`config.mk`:
```
export PLATFORM = sky130hd
export DESIGN_NAME = pipeline_hazard_ctrl_flat
export DESIGN_NICKNAME = d
export VERILOG_FILES = /design/src/rtl/pipeline_hazard_ctrl_if.sv /design/src/rtl/pipeline_hazard_ctrl.sv /design/src/flat_wrapper.sv
export SDC_FILE = /design/constraint.sdc
export NUM_CORES = 1
export LEC_CHECK = 0
export CORE_ASPECT_RATIO = 1.2
export CORE_MARGIN = 10
export CORE_UTILIZATION = 34
export CTS_CLUSTER_DIAMETER = 30
export DETAILED_ROUTE_END_ITERATION = 7
export HOLD_SLACK_MARGIN = 0.12
export PLACE_DENSITY = 0.83
export SLEW_MARGIN = 5
export SYNTH_ARGS = -nofsm -noshare
export SYNTH_HDL_FRONTEND = slang
export SYNTH_SLANG_ARGS = --single-unit
```
`constraint.sdc`:
```
create_clock -name clk -period 1.99 [get_ports clk]
set_input_delay 0.199 -clock clk [delete_from_list [all_inputs] [get_ports clk]]
set_output_delay 0.199 -clock clk [all_outputs]
set_load 0.005 [all_outputs]
```
`src/rtl/pipeline_hazard_ctrl_if.sv`:
```
// Hazard-control bundle: ID/EX/MEM status and go button into the sequencer;
// pipeline enables, flushes, halt flag and performance counters out of it.
interface pipeline_hazard_ctrl_if #(
  parameter int REG_W = 5,
  parameter int CNT_W = 32
);
  logic [REG_W-1:0] id_rs;
  logic [REG_W-1:0] id_rt;
  logic             id_rs_used;
  logic             id_rt_used;
  logic             ex_memread;
  logic             ex_regwrite;
  logic [REG_W-1:0] ex_rd;
  logic             ex_redirect;
  logic             ex_halt;
  logic             mem_req;
  logic             mem_ack;
  logic             go;
  logic             pc_en;
  logic             ifid_en;
  logic             ifid_flush;
  logic             idex_en;
  logic             idex_flush;
  logic             exmem_en;
  logic             halted;
  logic [CNT_W-1:0] cycle_cnt;
  logic [CNT_W-1:0] stall_cnt;
  logic [CNT_W-1:0] flush_cnt;

  modport master (
    input  id_rs, id_rt, id_rs_used, id_rt_used,
           ex_memread, ex_regwrite, ex_rd, ex_redirect, ex_halt,
           mem_req, mem_ack, go,
    output pc_en, ifid_en, ifid_flush, idex_en, idex_flush, exmem_en,
           halted, cycle_cnt, stall_cnt, flush_cnt
  );

  modport slave (
    output id_rs, id_rt, id_rs_used, id_rt_used,
           ex_memread, ex_regwrite, ex_rd, ex_redirect, ex_halt,
           mem_req, mem_ack, go,
    input  pc_en, ifid_en, ifid_flush, idex_en, idex_flush, exmem_en,
           halted, cycle_cnt, stall_cnt, flush_cnt
  );
endinterface

```
`src/rtl/pipeline_hazard_ctrl.sv`:
```
// Stall/flush/halt sequencer for the 5-stage MIPS pipeline.
// Optional performance counters are built when HAZARD_PERF_CNT_EN is defined.
module pipeline_hazard_ctrl #(
  parameter int REG_W      = 5,
  parameter int CNT_W      = 32,
  parameter int RESUME_DLY = 4
) (
  input  logic                   clk,
  input  logic                   rst,
  pipeline_hazard_ctrl_if.master hc
);

  localparam logic [1:0]       ST_RUN    = 2'd0;
  localparam logic [1:0]       ST_HALT   = 2'd1;
  localparam logic [1:0]       ST_RESUME = 2'd2;
  localparam logic [7:0]       RCNT_INIT = 8'(RESUME_DLY - 1);
  localparam logic [REG_W-1:0] REG_ZERO  = '0;

  logic [1:0] state, state_nxt;
  logic [7:0] rcnt, rcnt_nxt;
  logic       go_q;
  logic       gedge;
  logic       luse;
  logic       redirect_take;
  logic       pc_en, ifid_en, ifid_flush, idex_en, idex_flush, exmem_en, halted;

  assign gedge = hc.go & ~go_q;

  // $0 is never a real dependency, so a load into it cannot cause a stall.
  assign luse = hc.ex_memread & hc.ex_regwrite & (hc.ex_rd != REG_ZERO)
              & ((hc.id_rs_used & (hc.id_rs == hc.ex_rd))
               | (hc.id_rt_used & (hc.id_rt == hc.ex_rd)));

  always_comb begin
    state_nxt     = state;
    rcnt_nxt      = rcnt;
    redirect_take = 1'b0;
    pc_en         = 1'b1;
    ifid_en       = 1'b1;
    ifid_flush    = 1'b0;
    idex_en       = 1'b1;
    idex_flush    = 1'b0;
    exmem_en      = 1'b1;
    halted        = 1'b0;
    case (state)
      ST_RUN: begin
        if (hc.mem_req & ~hc.mem_ack) begin
          pc_en    = 1'b0;
          ifid_en  = 1'b0;
          idex_en  = 1'b0;
          exmem_en = 1'b0;
        end else if (hc.ex_halt) begin
          pc_en      = 1'b0;
          ifid_flush = 1'b1;
          idex_flush = 1'b1;
          state_nxt  = ST_HALT;
        end else if (hc.ex_redirect) begin
          ifid_flush    = 1'b1;
          idex_flush    = 1'b1;
          redirect_take = 1'b1;
        end else if (luse) begin
          pc_en      = 1'b0;
          ifid_en    = 1'b0;
          idex_flush = 1'b1;
        end
      end
      ST_HALT: begin
        pc_en    = 1'b0;
        ifid_en  = 1'b0;
        idex_en  = 1'b0;
        exmem_en = 1'b0;
        halted   = 1'b1;
        if (gedge) begin
          rcnt_nxt  = RCNT_INIT;
          state_nxt = ST_RESUME;
        end
      end
      ST_RESUME: begin
        pc_en    = 1'b0;
        ifid_en  = 1'b0;
        idex_en  = 1'b0;
        exmem_en = 1'b0;
        if (rcnt == 8'd0) begin
          state_nxt = ST_RUN;
        end else begin
          rcnt_nxt = rcnt - 8'd1;
        end
      end
      default: state_nxt = ST_RUN;
    endcase
  end

  always_ff @(posedge clk) begin
    if (rst) begin
      state <= ST_RUN;
      rcnt  <= 8'd0;
      go_q  <= 1'b0;
    end else begin
      state <= state_nxt;
      rcnt  <= rcnt_nxt;
      go_q  <= hc.go;
    end
  end

  assign hc.pc_en      = pc_en;
  assign hc.ifid_en    = ifid_en;
  assign hc.ifid_flush = ifid_flush;
  assign hc.idex_en    = idex_en;
  assign hc.idex_flush = idex_flush;
  assign hc.exmem_en   = exmem_en;
  assign hc.halted     = halted;

`ifdef HAZARD_PERF_CNT_EN
  logic [CNT_W-1:0] cycle_q, stall_q, flush_q;
  logic             in_run;

  assign in_run = (state == ST_RUN);

  always_ff @(posedge clk) begin
    if (rst) begin
      cycle_q <= '0;
      stall_q <= '0;
      flush_q <= '0;
    end else begin
      if (in_run)          cycle_q <= cycle_q + 1'b1;
      if (in_run & ~pc_en) stall_q <= stall_q + 1'b1;
      if (redirect_take)   flush_q <= flush_q + 1'b1;
    end
  end

  assign hc.cycle_cnt = cycle_q;
  assign hc.stall_cnt = stall_q;
  assign hc.flush_cnt = flush_q;
`else
  logic unused_redirect;
  assign unused_redirect = redirect_take;
  assign hc.cycle_cnt = {CNT_W{1'b0}};
  assign hc.stall_cnt = {CNT_W{1'b0}};
  assign hc.flush_cnt = {CNT_W{1'b0}};
`endif

endmodule
```
`src/flat_wrapper.sv`:
```
// flat-port wrapper written by rule: the top's interface ports become plain ports
module pipeline_hazard_ctrl_flat 
#(
  parameter int REG_W      = 5,
  parameter int CNT_W      = 32,
  parameter int RESUME_DLY = 4
)
  (clk, rst, hc_id_rs, hc_id_rt, hc_id_rs_used, hc_id_rt_used, hc_ex_memread, hc_ex_regwrite, hc_ex_rd, hc_ex_redirect, hc_ex_halt, hc_mem_req, hc_mem_ack, hc_go, hc_pc_en, hc_ifid_en, hc_ifid_flush, hc_idex_en, hc_idex_flush, hc_exmem_en, hc_halted, hc_cycle_cnt, hc_stall_cnt, hc_flush_cnt);
  pipeline_hazard_ctrl_if #(.REG_W(REG_W), .CNT_W(CNT_W)) hc_i ();
  input  logic clk;
  input  logic rst;
  input wire logic [$bits(hc_i.id_rs)-1:0] hc_id_rs;
  input wire logic [$bits(hc_i.id_rt)-1:0] hc_id_rt;
  input wire logic [$bits(hc_i.id_rs_used)-1:0] hc_id_rs_used;
  input wire logic [$bits(hc_i.id_rt_used)-1:0] hc_id_rt_used;
  input wire logic [$bits(hc_i.ex_memread)-1:0] hc_ex_memread;
  input wire logic [$bits(hc_i.ex_regwrite)-1:0] hc_ex_regwrite;
  input wire logic [$bits(hc_i.ex_rd)-1:0] hc_ex_rd;
  input wire logic [$bits(hc_i.ex_redirect)-1:0] hc_ex_redirect;
  input wire logic [$bits(hc_i.ex_halt)-1:0] hc_ex_halt;
  input wire logic [$bits(hc_i.mem_req)-1:0] hc_mem_req;
  input wire logic [$bits(hc_i.mem_ack)-1:0] hc_mem_ack;
  input wire logic [$bits(hc_i.go)-1:0] hc_go;
  output wire logic [$bits(hc_i.pc_en)-1:0] hc_pc_en;
  output wire logic [$bits(hc_i.ifid_en)-1:0] hc_ifid_en;
  output wire logic [$bits(hc_i.ifid_flush)-1:0] hc_ifid_flush;
  output wire logic [$bits(hc_i.idex_en)-1:0] hc_idex_en;
  output wire logic [$bits(hc_i.idex_flush)-1:0] hc_idex_flush;
  output wire logic [$bits(hc_i.exmem_en)-1:0] hc_exmem_en;
  output wire logic [$bits(hc_i.halted)-1:0] hc_halted;
  output wire logic [$bits(hc_i.cycle_cnt)-1:0] hc_cycle_cnt;
  output wire logic [$bits(hc_i.stall_cnt)-1:0] hc_stall_cnt;
  output wire logic [$bits(hc_i.flush_cnt)-1:0] hc_flush_cnt;
  assign hc_i.id_rs = hc_id_rs;
  assign hc_i.id_rt = hc_id_rt;
  assign hc_i.id_rs_used = hc_id_rs_used;
  assign hc_i.id_rt_used = hc_id_rt_used;
  assign hc_i.ex_memread = hc_ex_memread;
  assign hc_i.ex_regwrite = hc_ex_regwrite;
  assign hc_i.ex_rd = hc_ex_rd;
  assign hc_i.ex_redirect = hc_ex_redirect;
  assign hc_i.ex_halt = hc_ex_halt;
  assign hc_i.mem_req = hc_mem_req;
  assign hc_i.mem_ack = hc_mem_ack;
  assign hc_i.go = hc_go;
  assign hc_pc_en = hc_i.pc_en;
  assign hc_ifid_en = hc_i.ifid_en;
  assign hc_ifid_flush = hc_i.ifid_flush;
  assign hc_idex_en = hc_i.idex_en;
  assign hc_idex_flush = hc_i.idex_flush;
  assign hc_exmem_en = hc_i.exmem_en;
  assign hc_halted = hc_i.halted;
  assign hc_cycle_cnt = hc_i.cycle_cnt;
  assign hc_stall_cnt = hc_i.stall_cnt;
  assign hc_flush_cnt = hc_i.flush_cnt;
  pipeline_hazard_ctrl #(.REG_W(REG_W), .CNT_W(CNT_W), .RESUME_DLY(RESUME_DLY)) u_core (.clk(clk), .rst(rst), .hc(hc_i));
endmodule
```
==> flow_summary.yaml, run 1 <==
run_status:
  status: "finished, final reports clean"
logic_synthesis:
  ys_types: 39
  yosysWarnings: 0
  synthCells: 202
  yosysTopAreaCell: "buf_4"
  synth_top_area_share_pct: 45.3
  synthArstFlopShare_pct: 0
  syn_area_mm2: 0.00161
  ys_ff_latch: 11
  yosysMostFrequentCell: "buf_4"
  ys.flop_type: "dfxtp_1"
  synth-seq-area-share_pct: 13.7
  synth_edf_count: 0
  avgSynthCellArea_um2: 7.95
  synthTopCellsByCount: "97 x buf_4, 11 x dfxtp_1, 10 x xnor2_1"
  synthTopCellsByArea: "buf_4 45%, dfxtp_1 14%, xnor2_1 5.5%, ha_1 3.9%, mux2i_1 2.5%"
global_routing:
  grt_pass1_vias: 1285
  gr-total-overflow: 0
  grt_max_degree: 12
  grtUsageTotal_pct: 8.61
  grt_pass1_wl_mm: 5.58
  antenna_found_initial: 0
timing:
  holdWs_ns: 0.514
  min_period_ns: 1.91
  timing.final.crit_share_pct: 95.8
  hold_viol: 0
  setup_viol: 0
  max_freq_ghz: 0.525
  rsz0062_at_grt: "false"
  drv_slew: 0
  finalClockSkew_ns: 0.00290
  fin_setup_tns_ns: 0
place:
  gp_congestion: 0.899
  placedInstanceArea_mm2: 0.00168
  dp_hpwl_mm: 3.44
  place.port_buffers: 32
worst_setup_path:
  regToRegStartpoint: "u_core.rcnt[0]"
  critical_path_class: "flip-flop to output pin"
  r2r-end: "u_core.rcnt[7]"
  cp.arrival_ns: 1.71
  r2r_cells: 6
  crit_fanout: 3
  end_kind: "output pin"
  critPathLaunchType: "flip-flop"
  required_ns: 1.79
  rrSetupSlack_ns: 0.16
drt:
  postRouteAntennaNets: 0
  wl_mm: 3.87
  drc: 0
  dr.pass1.iters: 4
  drt_iter0_drc: 74
  wl_per_cell_um: 12.9
  via_count: 1197
  via_per_inst: 3.99
worst_hold_path:
  whs_endpoint: "u_core.state[0]"
  hp-start: "u_core.state[0]"
  min_path_type: "flip-flop to flip-flop"
  holdPathStages: 2
die:
  io_pins: 129
  core-area_mm2: 0.00459
  initial_utilization_pct: 35.0
  die_y_um: 95.3
  rows: 27
  dieArea_mm2: 0.00789
  die-width_um: 82.8
clock_network:
  numCtsBuffers: 3
  clkTransAtPathRegs_ns: 0.05
  cts_tree: "built"
  cts_max_level: 1
  cts-hold-fix-buffers: 0
  clk_path_buf_depth: 2
  cts_sinks: 11
  clk-insertion-delay-late_ns: 0.24
  cts_root_buf: "clkbuf_8"
final_layout:
  drive_gt1_share_pct: 12.4
  area_growth_pct: 8.10
  fin_util_pct: 37.8
  nets: 274
  final_area_mm2: 0.00174
  antenna_cells: 0
power:
  clkPwrFrac_pct: 11.8
  combPwrFrac_pct: 65.3
  p_leak_nw: 0.853
  p_int_mw: 1.08
  netSwitchingFraction_pct: 43.5
  design_power_total_mw: 1.91
  cellPowerDensity_mw_per_mm2: 1100
  seqPwrFrac_pct: 22.9
  ir_drop_mv: 0.573
  p_switching_uw: 830
run:
  maxCapViolations: 0
## cell usage in the layout (no fill, tap or decap), types with 2 or more instances in the layout
master / count
or4_1: 3
o31ai_1: 2
dfxtp_1: 11
o21ai_0: 2
nand2_1: 7
or3_2: 2
inv_1: 2
xnor2_1: 10
nor2_1: 8
buf_4: 7
buf_2: 3
nor3_1: 2
mux2i_1: 4
dlymetal6s2s_1: 2
ha_1: 4
clkbuf_8: 3
conb_1: 96
a21oi_1: 5
clkdlybuf4s50_1: 25
a21o_1: 2
nand4_1: 4
or3_1: 3
a311oi_1: 2
dlygate4sd2_1: 2
nand2b_1: 4
inv_2: 2
## per-stage QoR
step | worst slack [ns] | instances
floorplan | 0.302 | 297
global placement | -0.400 | 296
detailed placement | -0.423 | 296
CTS | 0.0160 | 300
global route | 0.0139 | 300
finish | 0.0845 | 300
## critical path: stages (launching register included)
cell and delay (ns):
dfxtp_1 0.37, inv_2 0.07, ha_4 0.24, o21ai_2 0.16, buf_4 0.14, clkdlybuf4s50_1 0.49
## state kept, by name, summed over array words and instances (netlist names)
| register | count |
|---|---|
| u_core.go_q | 1 |
| u_core.state | 2 |
| u_core.rcnt | 8 |
## routing by layer
layer / routed length, um / global-route usage [%]
met1: 1250 / 7.18
met2: 2050 / 17.0
met3: 564 / 4.80
met4: 8 / 1.54
met5: 0 / 0
## kinds of logic after synthesis
family                   count (synthesis)  share of synthesized area [%]
multiplexers                             4                           2.49
AO/OA/AOI/OAI                           23                           10.2
adder cells (fa/ha/maj)                  5                           3.89
XOR/XNOR                                10                           5.45
buffers and inverters                  102                           46.5
flip-flops                              11                           13.7
other                                    1                          0.233
AND/OR/NAND/NOR                         46                           17.5
## power groups by stage
| stage | Clock [mW] | Combinational (mW) | Sequential, mW |
|---|---|---|---|
| after floorplan | 0 | 0.953 | 0.403 |
| after global placement | 0 | 1.17 | 0.425 |
| after detailed placement | 0 | 1.21 | 0.427 |
| after CTS | 0.232 | 1.21 | 0.428 |
| after global routing | 0.248 | 1.39 | 0.448 |
| final | 0.225 | 1.25 | 0.438 |
## how the worst max path moves through the flow
stage	start	to	slack, ns	cells past startpoint
2_1_floorplan	u_core.rcnt[0]	u_core.rcnt[4]	0.30	6
3_3_place_gp	hc_ex_rd[0]	hc_ifid_en	-0.40	6
3_5_place_dp	hc_ex_rd[0]	hc_pc_en	-0.42	6
4_1_cts	u_core.state[1]	hc_ifid_flush	0.02	5
5_1_grt	u_core.state[0]	hc_idex_en	0.01	5
6_report	u_core.state[0]	hc_exmem_en	0.08	5
## final cells by class
cell class | count | area [um^2]
multi-input cells | 184 | 1020
flip-flops and latches | 11 | 220
clock buffers | 4 | 45.0
fillers | 522 | 2860
repair buffers | 39 | 360
inverters | 4 | 15.0
well taps | 58 | 72.6
## what timing repair did
item,4_1_cts,5_1_grt
setup buffers,1,0
gates resized for setup,19,7
pin swaps,3,3
setup endpoints to repair,5,6
Note: power is estimated with default switching activity, not from simulation.
==> inputs of run 2 (changes only) <==
--- a/config.mk
+++ b/config.mk
@@ -11,7 +11,8 @@
 export CTS_CLUSTER_DIAMETER = 30
 export DETAILED_ROUTE_END_ITERATION = 7
 export HOLD_SLACK_MARGIN = 0.12
-export PLACE_DENSITY = 0.83
+export PLACE_DENSITY_LB_ADDON = 0.12
+export SKIP_LAST_GASP = 1
 export SLEW_MARGIN = 5
 export SYNTH_ARGS = -nofsm -noshare
 export SYNTH_HDL_FRONTEND = slang
==> run 2 against run 1 <==
  * Combinational power is essentially flat
  * Core utilization grew 0.30 points
  * Setup slack lost 0.017 ns
  * Die area is the same
  * Critical endpoint is now hc_pc_en
  * Largest power group unchanged
  * Highest routed layer unchanged
==> flow_summary.yaml, run 2 (synthesis gave the netlist of run 1 again) <==
global_routing:
  grtUsageTotal_pct: 9.45
  grt_pass1_vias: 1292
  grt_use_met1_pct: 8.15
  grt_max_degree: 12
  gr-total-overflow: 0
  met3_usage_pct: 5.93
  grt_pass1_wl_mm: 5.98
  grt.busiest_layer: "met2"
  antenna_found_initial: 0
  grt.met2_usage_pct: 17.3
final_layout:
  layout_commonest_cell: "conb_1"
  top_regs: "u_core.rcnt: 8 flops, u_core.state: 2 flops, u_core.go_q: 1 flops"
  largest-register: "u_core.rcnt"
  area_growth_pct: 8.96
  antenna_cells: 0
  layout_common_cells: "96 x conb_1, 25 x clkdlybuf4s50_1, 11 x buf_4, 11 x dfxtp_1, 10 x xnor2_1"
  final_area_mm2: 0.00175
  nets: 278
  drive_gt1_share_pct: 13.0
  largest_register_ffs: 8
  fillerInstances: 520
die:
  initial_utilization_pct: 35.0
  io_pins: 129
  die-width_um: 82.8
  die_y_um: 95.3
  dieArea_mm2: 0.00789
  core-area_mm2: 0.00459
  rows: 27
drt:
  via_per_inst: 3.86
  wl_per_cell_um: 12.9
  drt_iter0_drc: 53
  wl_mm: 3.93
  via_count: 1173
  postRouteAntennaNets: 0
  dr.pass1.iters: 6
  drc: 0
worst_setup_path:
  crit_path_max_incr_delay_ns: 0.51
  cp_top_family: "buffers and inverters"
  end_kind: "output pin"
  regToRegStartpoint: "u_core.rcnt[0]"
  critical_path_class: "input pin to output pin"
  r2r-end: "u_core.rcnt[4]"
  rrSetupSlack_ns: 0.18
  crit_path_cell_trace: "dlygate4sd2_1 > or4_1 > o211ai_1 > buf_4 > buf_4 > nor3_1 > a2bb2oi_1 > buf_2"
  critPathLaunchType: "input pin"
  crit_buf_inv: 4
  required_ns: 1.79
  crit_fanout: 2
  r2r_cells: 6
  crit_top_cell: "buf_4"
  crit_path_top_delay_cell: "or4_1"
  cp.arrival_ns: 1.72
clock_network:
  cts_max_level: 1
  numCtsBuffers: 3
  cts_sinks: 11
  clk_path_buf_depth: 2
  cts_tree: "built"
  clkTransAtPathRegs_ns: 0.05
  cts_root_buf: "clkbuf_8"
  cts-hold-fix-buffers: 0
  clk-insertion-delay-late_ns: 0.24
run:
  maxCapViolations: 0
power:
  p_leak_nw: 0.853
  ir_drop_mv: 0.352
  design_power_total_mw: 1.91
  cellPowerDensity_mw_per_mm2: 1090
worst_hold_path:
  min_path_type: "flip-flop to flip-flop"
  holdPathStages: 2
  whs_endpoint: "u_core.rcnt[7]"
  hp-start: "u_core.rcnt[7]"
place:
  gp_congestion: 0.755
  placedInstanceArea_mm2: 0.00168
  dp_hpwl_mm: 3.46
  post-place-ws_ns: -0.386
  place.port_buffers: 32
timing:
  hold_viol: 0
  max_freq_ghz: 0.520
  layout_setup_ws_ns: 0.0678
  timing.final.crit_share_pct: 96.6
  rsz0062_at_grt: "false"
  drv_slew: 0
  finalClockSkew_ns: 0.00285
  min_period_ns: 1.92
  fin_setup_tns_ns: 0
  holdWs_ns: 0.510
  setup_viol: 0
run_status:
  status: "finished, final reports clean"
-- run 2: cell types whose count changed in the layout (fill, tap and decap cells not counted), sizes merged --
cell | previous run | this run
dlymetal6s2s | 2 | 0
buf | 10 | 14
dlygate4sd2 | 2 | 4
-- run 2: power by group --
| part | switching (mW) | internal, mW |
|---|---|---|
| registers | 0.111 | 0.316 |
| logic | 0.619 | 0.637 |
| clock network | 0.0842 | 0.141 |
| total | 0.815 | 1.09 |
-- run 2: worst reg2reg max path: cells and delay by family (launching register included) --
kind                     cells  cell delay (ns)
AND/OR/NAND/NOR              3             0.90
flip-flops                   1             0.38
adder cells (fa/ha/maj)      1             0.21
multiplexers                 1             0.13
buffers and inverters        1             0.08
-- run 2: area by class of cell --
cell class              instances  area (um^2)  share of cell area (%)
clock buffers                   4         45.0                    2.57
inverters                       4         15.0                   0.858
multi-input cells             184         1010                    58.0
repair buffers                 43          383                    21.9
flip-flops and latches         11          220                    12.6
well taps                      58         72.6                    4.15
-- run 2: layer usage --
metal / routed length [um] / share of wire, % / vias up
met4: 31 / 0.79 / 0
met1: 1220 / 31 / 520
met3: 615 / 16 / 4
met5: 0 / 0 / -
li1: - / - / 576
met2: 2070 / 53 / 73
-- run 2: worst max path at each step --
stage               cells past startpoint              to            from
floorplan                               6  u_core.rcnt[4]  u_core.rcnt[0]
detailed placement                      6      hc_ifid_en     hc_ex_rd[0]
CTS                                     7   hc_idex_flush     hc_ex_rd[3]
global placement                        6      hc_ifid_en     hc_ex_rd[0]
global route                            8        hc_pc_en     hc_ex_rd[3]
finish                                  8        hc_pc_en     hc_ex_rd[3]
-- run 2: repair_timing --
action                     in CTS  in global routing
gates resized for setup        19                  5
buffers inserted                4                  0
pin swaps                       3                  1
setup endpoints to repair       5                  6
hold endpoints to repair        0                  0
-- run 2: metrics by stage --
stage,utilization (%),cells
global route,38.1,304
global placement,36.5,296
floorplan,-,297
finish,38.1,304
CTS,38.2,304
detailed placement,36.5,296
==> inputs of run 3 (changes only) <==
==> constraint.sdc (replaced) <==
create_clock -name clk -period 1.99 [get_ports clk]
set_input_delay 0.398 -clock clk [delete_from_list [all_inputs] [get_ports clk]]
set_output_delay 0.398 -clock clk [all_outputs]
set_load 0.005 [all_outputs]
==> run 3 against run 2 <==
  * The run now ends with negative setup slack left
  * Setup slack got worse by 0.21 ns
  * Via count fell by 0.60%
  * Cell count rose by 0.99%
  * Sequential power fell by 0.9%
  * Largest cell class unchanged
  * Highest routed layer unchanged
==> flow_summary.yaml, run 3 (synthesis gave the netlist of run 1 again) <==
global_routing:
  grt_pass1_vias: 1238
  gr-total-overflow: 0
  grt_max_degree: 12
  grtUsageTotal_pct: 9.08
  grt_pass1_wl_mm: 5.69
  antenna_found_initial: 0
final_layout:
  largest_register_ffs: 8
  final_area_mm2: 0.00181
  drive_gt1_share_pct: 17.3
  layout_common_cells: "96 x conb_1, 20 x clkdlybuf4s50_1, 14 x buf_4"
  antenna_cells: 0
  fin_cells: 307
  area_growth_pct: 12.5
  layout_commonest_cell: "conb_1"
  largest-register: "u_core.rcnt"
  top_regs: "u_core.rcnt: 8 flops, u_core.state: 2 flops, u_core.go_q: 1 flops"
  nets: 281
run_status:
  violations: "negative setup slack"
  status: "finished, violations left"
timing:
  max_freq_ghz: 0.469
  min_period_ns: 2.13
  drv_slew: 0
  rsz0062_at_grt: "true"
  layout_setup_ws_ns: -0.141
  timing.final.crit_share_pct: 107
  fin_setup_tns_ns: -0.396
  hold_viol: 0
  finalClockSkew_ns: 0.000950
  setup_viol: 3
  holdWs_ns: 0.497
die:
  dieArea_mm2: 0.00789
  rows: 27
  io_pins: 129
  die_y_um: 95.3
  core-area_mm2: 0.00459
  die-width_um: 82.8
  initial_utilization_pct: 35.0
place:
  dp_hpwl_mm: 3.49
  gp_congestion: 0.782
  placedInstanceArea_mm2: 0.00171
  place.port_buffers: 32
  placedCellCount: 301
clock_network:
  clk-insertion-delay-late_ns: 0.25
  cts_root_buf: "clkbuf_8"
  cts_sinks: 11
  clk_path_buf_depth: 2
  cts_max_level: 1
  clkTransAtPathRegs_ns: 0.05
  cts_tree: "built"
  numCtsBuffers: 3
drt:
  drt_iter0_drc: 29
  drc: 0
  via_count: 1166
  via_per_inst: 3.80
  postRouteAntennaNets: 0
  wl_per_cell_um: 13.0
  dr.pass1.iters: 4
  wl_mm: 3.98
worst_setup_path:
  crit_fanout: 2
  cp.arrival_ns: 1.73
  cp_top_family: "simple AND/OR/NAND/NOR gates"
  critical_path_class: "input pin to output pin"
  crit_path_max_incr_delay_ns: 0.51
  crit_buf_inv: 3
  required_ns: 1.59
  crit_path_cell_trace: "buf_6 > or4_1 > o211ai_1 > buf_4 > nor2_2 > a21o_1 > buf_2"
  crit_path_top_delay_cell: "or4_1"
  end_kind: "output pin"
  critPathLaunchType: "input pin"
run:
  maxCapViolations: 0
power:
  p_leak_nw: 0.899
  design_power_total_mw: 1.94
  cellPowerDensity_mw_per_mm2: 1070
  ir_drop_mv: 0.444
worst_hold_path:
  min_path_type: "flip-flop to flip-flop"
==> run 3: cell count changes in the layout (fill, tap and decap cells not counted), moves of 2 or more <==
cell and delta:
buf_6 +2, nor2_1 -2, buf_4 +3, clkdlybuf4s50_1 -5, nor2_2 +2, inv_2 -2
dlymetal6s2s_1 +2, inv_1 +2
==> run 3: layout make-up <==
cell class / count / area, um^2
fill: 519 / 2790
multi-input combinational: 184 / 1050
timing repair buffer: 46 / 409
sequential: 11 / 220
tap: 58 / 72.6
clock buffer: 4 / 45.0
inverter: 4 / 15.0
==> run 3: layer usage <==
metal,track usage [%],vias up,part of all wire [%]
met4,3.35,0,1.0
met3,5.46,3,15
li1,-,579,-
met5,0,-,0
met2,16.6,74,53
met1,7.78,510,31
==> run 3: worst reg2reg max path, cell delays in order (launching register included) <==
cell and delay (ns):
dfxtp_1 0.38, inv_1 0.08, ha_1 0.19, nor3b_2 0.18, and3_2 0.23, or4_1 0.49, mux2i_1 0.13
==> run 3: power by group <==
group | switching [mW] | internal, mW
clock network | 0.0923 | 0.141
logic | 0.636 | 0.643
registers | 0.108 | 0.316
total | 0.837 | 1.10
==> run 3: path summary, 6_finish.rpt <==
path                  start             end  slack, ns  cells after the start
max             hc_ex_rd[3]   hc_idex_flush      -0.14                      7
max reg2reg  u_core.rcnt[0]  u_core.rcnt[4]       0.20                      6
min reg2reg  u_core.rcnt[7]  u_core.rcnt[7]       0.50                      2
min          u_core.rcnt[7]  u_core.rcnt[7]       0.50                      2
==> run 3: metrics by stage <==
step           utilization (%)  worst slack (ns)
6_report                  39.4            -0.141
5_1_grt                   39.4            -0.210
4_1_cts                   38.2            -0.177
3_5_place_dp              37.3            -0.785
3_3_place_gp              37.3            -0.772
2_1_floorplan                -             0.190
==> run 3: what timing repair did <==
item,CTS,global route
hold buffers,0,0
setup endpoints to repair,7,5
setup buffers,2,1
pin swaps,7,5
gates resized for setup,36,10
